[config.mk]
export PLATFORM = sky130hd
export DESIGN_NAME = apu_frame_sequencer
export DESIGN_NICKNAME = d
export VERILOG_FILES = /design/src/rtl/apu_frame_sequencer.sv
export SDC_FILE = /design/constraint.sdc
export NUM_CORES = 1
export LEC_CHECK = 0
export CAP_MARGIN = 20
export CORE_MARGIN = 2
export CORE_UTILIZATION = 48
export DETAILED_ROUTE_END_ITERATION = 10
export PLACE_DENSITY = 0.74
export SETUP_SLACK_MARGIN = 0.05
export SYNTH_ARGS = -nofsm -noshare
export SYNTH_HDL_FRONTEND = slang
export SYNTH_SLANG_ARGS = --single-unit
[constraint.sdc]
create_clock -name cpu_clk -period 1.9 [get_ports cpu_clk]
set_input_delay 0.38 -clock cpu_clk [delete_from_list [all_inputs] [get_ports cpu_clk]]
set_output_delay 0.38 -clock cpu_clk [all_outputs]
set_load 0.005 [all_outputs]
[src/rtl/apu_frame_sequencer.sv]
// APU $4017 frame counter: derives quarter/half-frame clocks and the frame IRQ
// from cpu_clk, and applies the delayed sequence reset after a $4017 write.

module apu_frame_sequencer #(
  parameter int Q1_CYCLE    = 7457,
  parameter int H1_CYCLE    = 14913,
  parameter int Q3_CYCLE    = 22371,
  parameter int STEP4_CYCLE = 29829,
  parameter int STEP5_CYCLE = 37281,
  parameter int CNT_W       = 16
) (
  input  logic       cpu_clk,
  input  logic       reset_n,
  input  logic       write_4017,
  input  logic [7:0] data_in,
  input  logic       status_read,
  output logic       quarter_clk,
  output logic       half_clk,
  output logic       quarter_pulse,
  output logic       half_pulse,
  output logic       frame_irq,
  output logic       mode,
  output logic       apu_phase
);

  localparam logic [CNT_W-1:0] Q1       = CNT_W'(Q1_CYCLE);
  localparam logic [CNT_W-1:0] H1       = CNT_W'(H1_CYCLE);
  localparam logic [CNT_W-1:0] Q3       = CNT_W'(Q3_CYCLE);
  localparam logic [CNT_W-1:0] STEP4    = CNT_W'(STEP4_CYCLE);
  localparam logic [CNT_W-1:0] STEP4_M1 = CNT_W'(STEP4_CYCLE - 1);
  localparam logic [CNT_W-1:0] STEP5    = CNT_W'(STEP5_CYCLE);

  logic [CNT_W-1:0] cnt;
  logic [CNT_W-1:0] cnt_nxt;
  logic [CNT_W-1:0] wrap_val;
  logic [2:0]       pending;
  logic [2:0]       pending_nxt;
  logic             inhibit;
  logic             at_wrap;
  logic             pend_fire;
  logic             imm_event;
  logic             q_event;
  logic             h_event;
  logic             irq_set;
  logic             irq_clr;
  logic             irq_nxt;
  logic             data_unused;

  assign data_unused = ^data_in[5:0];

  // NOTE: every signal gets an unconditional value on every pass, so no latch can be inferred.
  always_comb begin
    wrap_val  = mode ? STEP5 : STEP4;
    at_wrap   = (cnt == wrap_val);
    // A write on the same edge reloads the delay, so only the newest write resets cnt.
    pend_fire = !write_4017 && (pending == 3'd1);
    imm_event = pend_fire && mode;

    // The immediate mode-1 event ORs with any decoded event: one toggle, not two.
    q_event   = (cnt == Q1) || (cnt == H1) || (cnt == Q3) || at_wrap || imm_event;
    h_event   = (cnt == H1) || at_wrap || imm_event;

    cnt_nxt   = (at_wrap || pend_fire) ? '0 : cnt + 1'b1;

    if (write_4017)
      pending_nxt = apu_phase ? 3'd4 : 3'd3;
    else if (pending != 3'd0)
      pending_nxt = pending - 3'd1;
    else
      pending_nxt = 3'd0;

    irq_set = !mode && !inhibit && ((cnt == STEP4_M1) || (cnt == STEP4));
    irq_clr = status_read || (write_4017 && data_in[6]);
    if (irq_set)
      irq_nxt = 1'b1;
    else if (irq_clr)
      irq_nxt = 1'b0;
    else
      irq_nxt = frame_irq;
  end

  // NOTE: sequential state uses non-blocking assignments so every register samples pre-edge values.
  always_ff @(posedge cpu_clk or negedge reset_n) begin
    if (!reset_n) begin
      cnt           <= '0;
      pending       <= 3'd0;
      apu_phase     <= 1'b0;
      mode          <= 1'b0;
      inhibit       <= 1'b0;
      frame_irq     <= 1'b0;
      quarter_clk   <= 1'b0;
      half_clk      <= 1'b0;
      quarter_pulse <= 1'b0;
      half_pulse    <= 1'b0;
    end else begin
      apu_phase     <= ~apu_phase;
      cnt           <= cnt_nxt;
      pending       <= pending_nxt;
      frame_irq     <= irq_nxt;
      quarter_pulse <= q_event;
      half_pulse    <= h_event;
      if (q_event) quarter_clk <= ~quarter_clk;
      if (h_event) half_clk    <= ~half_clk;
      if (write_4017) begin
        mode    <= data_in[7];
        inhibit <= data_in[6];
      end
    end
  end

endmodule

# --- After elaboration in Yosys (flattened, before gate mapping) ---
# Cells that the tools add are included.
op_classes:
  n_addsub: 2
  n_eq_ne: 7
  n_mux: 7
  bitwise_logic: 3
  reduce_logical: 19
ops:
  columns: ["op", "count"]
  rows:
  - ["16-bit by 15-bit == test with 1-bit output (second input constant)", 3]
  - ["16-bit 2-to-1 mux", 2]
  - ["16-bit by 1-bit adder with 16-bit output (second input constant)", 1]
  - ["16-bit by 13-bit == test with 1-bit output (second input constant)", 1]
  - ["16-bit by 14-bit == test with 1-bit output (second input constant)", 1]
  - ["16-bit == test", 1]
  - ["1-bit logical OR", 9]
  - ["3-bit 2-to-1 mux", 3]
  - ["1-bit logical AND", 5]
  - ["3-bit by 1-bit == test with 1-bit output (second input constant)", 1]
  - ["1-bit zero test", 3]
  - ["1-bit inverter", 3]
  - ["3-bit nonzero test", 1]
  - ["3-bit by 1-bit subtractor with 3-bit output (second input constant)", 1]
  - ["1-bit 2-to-1 mux", 2]
  - ["2-bit nonzero test", 1]
totals:
  reg_bits: 27
  in_bits: 12
  output_inout_bits: 7
  word_cells: 48

# --- Longest topological paths before layout ---
depth:
  ltp_word: 5
  ltp_mapped: 8
  ltp_nobuf: 7

# --- Least setup slack after synthesis ---
# OpenSTA, ideal clock, no wires.
synth_path:
  path_type: "register -> register"
  from: "register cnt[5]"
  to: "register cnt[0]"
  setup_ps: 124
  t_arrival_ps: 1826
  t_required_ps: 1776
  slack_ps: -49
  stages_incl_launch_ff: 8
  path_buffers: 3
  synth_period_minus_slack_ps: 1949
  path_cell_list: "dfrtp_1 buf_6 or4_1 a2111oi_2 or2_1 buf_6 buf_12 nor2_1"
synth_between:
  elab_chain_cells: 3
synth_rtl:
  columns: ["element", "line", "rtl"]
  rows:
  - ["start: declaration", "33", "logic [CNT_W-1:0] cnt;"]
  - ["start signal: assignment", "97", "cnt <= cnt_nxt;"]
  - ["16-bit == test", "54", "at_wrap = (cnt == wrap_val);"]
  - ["1-bit logical OR", "63", "cnt_nxt = (at_wrap || pend_fire) ? '0 : cnt + 1'b1;"]
  - ["16-bit 2-to-1 mux", "63", null]
  - ["named net cnt_nxt[0]", "34", "logic [CNT_W-1:0] cnt_nxt;"]
# The timed path passes the listed nets, and every way through them passes these cells.
# A chain may end at the register's enable or synchronous reset.

# --- Final worst setup path ---
layout_path:
  from: "register cnt[5]"
  to: "register cnt[11]"
layout_between:
  elab_chain_cells: 3
  elab_cells_between_ends: 4
  cone_classes: "1 x add/sub; 1 x eq/ne; 1 x mux; 1 x reduce/logical"
layout_rtl:
  columns: ["element", "line"]
  rows:
  - ["parallel branches: the longest is 2 deep, another holds 16-bit by 1-bit adder with 16-bit output", null]
  - ["16-bit 2-to-1 mux *", "63"]
  - ["named net cnt_nxt[11]", "34"]
# Mark *: on every way through the listed nets, which the timed path passes.

==> metrics.md <==
| Metric | Value |
|---|---|
| Slowest cell delay on critical path | 570 ps |
| Switching share of power | 0.329 |
| Grt ovf | 0 |
| Overall Global Routing Usage | 0.191 |
| Required @ worst endpoint | 2120 ps |
| Clock Latency Late Sink | 320 ps |
| Worst path slowest cell | or4_4 |
| Relative slew margins | 0.779 |
| Drt wl/cell | 14.2 um |
| Critical path buffers and inverters | 1 |
| Max-slew violations | 0 |
| Maxcap violations | 0 |
| #FFs+latches synth | 27 |
| Antenna violations before repair | 0 |
| Clk buf depth | 2 |
| Fmax | 535 MHz |
| Mapped Nets | 157 |
| Die H | 58.3 um |
| Clock Skews | 9.15 ps |
| HP Class | input port to async pin |
| Comb power frac | 0.336 |
| Multi-input gate area | 706 sq um |
| Ant. Diodes | 0 |
| Layout cell share with drive strength beyond 1 | 0.222 |
| Power per Cell Area | 855 nW/um^2 |
| Die extent in x | 58.3 um |
| Tmin final | 1870 ps |
| Router iterations before antenna repair | 4 |
| Power Total | 1.49 mW |
| R2R Setup Slk | 30 ps |
| Vias | 1099 |
| Sequential share of power | 0.499 |
| Number of global-route vias before repair | 1179 |
| Final ANT Viol Nets | 0 |
| Reg clk slew, reported paths | 150 ps |
| RSZ-0062 raised after global routing | true |
| Crit path max-delay family | simple AND/OR/NAND/NOR gates |
| Tightest Pin Transition | 327 ps |
| TritonCTS clock tree | built |
| Post-synthesis sequential area ratio | 0.477 |
| Pleak | 0.776 nW |
| Top Ports | 19 |
| TritonCTS Buffers | 3 |
| Outcome | complete, no violations |
| Die area | 3400 sq um |
| Final period util | 0.984 |
| Setup TNS | 0 ps |
| First-pass GRT wire length | 5040 um |
| Vias/cell | 5.44 |
| Netlist cell types | 39 |
| Reg area | 676 sq um |
| Largest net degree at the start of global routing | 28 |
| Setup Slack @ Placement | -167 ps |
| Critical Path AT | 2090 ps |
| Core area | 2780 sq um |
| YS warnings | 0 |
| Final hold violation count | 0 |
| CP startpoint kind | flip-flop |
| RePlAce Congestion | 0.919 |
| PnR worst setup slack | 29.9 ps |
| Initial Util | 0.509 |
| WS Path Type | flip-flop to flip-flop |
| Drt drc | 0 |
| Area leader, netlist | dfrtp_1 |
| Internal power | 1.00 mW |
| Cts hold-fix bufs | 0 |
| Syn Inst Count | 142 |
| Root Buffer | clkbuf_4 |
| Clk sink count | 27 |
| Cell Chain, Critical Path | or4_4 > a2111oi_4 > or2_1 > buf_6 > nor2_1 |
| FP Rows | 19 |
| Clock share of power | 0.164 |
| Filler cells | 225 |
| DP HPWL | 2140 um |
| Worst setup EP type | flip-flop |
| Port Buffers | 12 |
| Area grow syn2layout | 23.5% |
| Mean area per synthesized cell | 9.97 sq um |
| Setup violators final | 0 |
| Top cell type's share of synthesized area | 0.477 |
| Largest cells by area after synthesis | dfrtp_1 (48%), nor2_1 (6.6%), xor2_1 (5.6%) |
| VDD IR-drop max | 0.748 mV |
| Post-Syn Area | 1420 sq um |
| Psw | 492 uW |
| Crit-path max FO | 9 |
| H-tree levels | 1 |
| Routed Wire Length | 2870 um |
| Nets | 187 |
| 1st-iter DRT viols | 25 |
[final cells by class]
type | instances | area share
clock buffers | 3 | 0.0129
clock inverters | 1 | 0.00286
inverters | 7 | 0.0150
multi-input cells | 102 | 0.404
flip-flops and latches | 27 | 0.387
well taps | 31 | 0.0222
repair buffers | 31 | 0.157
[cell usage after synthesis]
| master | instances |
|---|---|
| and2b_2 | 1 |
| nor4_1 | 2 |
| and2_1 | 1 |
| or2_2 | 1 |
| or3_1 | 1 |
| or3_2 | 1 |
| a21boi_0 | 1 |
| o21ai_0 | 3 |
| xor2_1 | 9 |
| nor4b_1 | 2 |
| dfrtp_1 | 27 |
| inv_1 | 7 |
| clkbuf_1 | 1 |
| a22oi_1 | 1 |
| and3b_1 | 2 |
| and3_1 | 1 |
| buf_4 | 1 |
| nand3_1 | 8 |
| xnor2_1 | 7 |
| and4b_1 | 1 |
| o21a_1 | 1 |
| or4_1 | 1 |
| o31ai_1 | 1 |
| a31o_2 | 1 |
| a21oi_1 | 2 |
| nor2_1 | 25 |
| nand3b_1 | 3 |
| nand4_1 | 3 |
| ha_1 | 3 |
| nand2b_1 | 2 |
| nor3b_1 | 3 |
| a2111oi_2 | 1 |
| or2_1 | 1 |
| nand2_1 | 8 |
| buf_6 | 3 |
| mux2_2 | 1 |
| buf_12 | 1 |
| and4_1 | 2 |
| nor3_1 | 2 |
[registers in the layout, summed over array words and instances (netlist names)]
register       count
mode               1
inhibit            1
pending            3
frame_irq          1
half_clk           1
apu_phase          1
cnt               16
quarter_pulse      1
quarter_clk        1
half_pulse         1
[cells by family (layout without fill, tap and decap cells)]
logic type / Yosys count / in the layout / share of synthesized area
XOR/XNOR: 16 / 16 / 0.0990
adder cells (fa/ha/maj): 3 / 3 / 0.0265
buffers and inverters: 13 / 42 / 0.0645
multiplexers: 1 / 1 / 0.00796
AO/OA/AOI/OAI: 11 / 11 / 0.0557
AND/OR/NAND/NOR: 71 / 71 / 0.269
flip-flops: 27 / 27 / 0.477
[placed cells by master (no fill, tap or decap), types with 7 or more instances in the layout]
cell	count
dfrtp_1	27
nor2_1	22
buf_4	16
clkdlybuf4s50_1	12
xor2_1	9
nand2_1	8
inv_1	7
nand3_1	7
xnor2_1	7
[final timing paths]
path / from / end / cells after the start
worst max-delay path: cnt[5] / cnt[11] / 5
worst min-delay path: reset_n / pending[2] / 2
worst max register to register: cnt[5] / cnt[11] / 5
worst min register to register: quarter_clk / quarter_clk / 1
max in group asynchronous: reset_n / cnt[12] / 2
min in group cpu_clk: quarter_clk / quarter_clk / 1
[per-stage QoR]
| step | util | hold WS [ps] | area (sq um) | std cells |
|---|---|---|---|---|
| after floorplan | - | 84.4 | 1430 | 142 |
| after global placement | 0.595 | 440 | 1660 | 196 |
| after detailed placement | 0.595 | 460 | 1660 | 196 |
| after CTS | 0.609 | 419 | 1690 | 201 |
| after global routing | 0.628 | 420 | 1750 | 202 |
| final | 0.628 | 408 | 1750 | 202 |
[timing repair]
| item | CTS | global route |
|---|---|---|
| gates cloned | 0 | 0 |
| buffers inserted | 1 | 1 |
| setup endpoints to repair | 9 | 18 |
| pin swaps | 1 | 3 |
| gates resized for setup | 1 | 11 |
[layer usage]
layer / GRT usage / vias up / wire length (um)
li1: - / 535 / -
met3: 0.0374 / 2 / 129
met5: 0 / - / 0
met2: 0.337 / 23 / 1490
met1: 0.230 / 539 / 1230
met4: 0.0698 / 0 / 19
[power groups by stage]
stage / Combinational, mW / Clock (mW) / Sequential [mW]
6_report: 0.503 / 0.246 / 0.746
5_1_grt: 0.563 / 0.287 / 0.760
4_1_cts: 0.464 / 0.257 / 0.738
3_5_place_dp: 0.460 / 0 / 0.750
3_3_place_gp: 0.441 / 0 / 0.747
2_1_floorplan: 0.268 / 0 / 0.750
(Power assumes the default switching activity.)
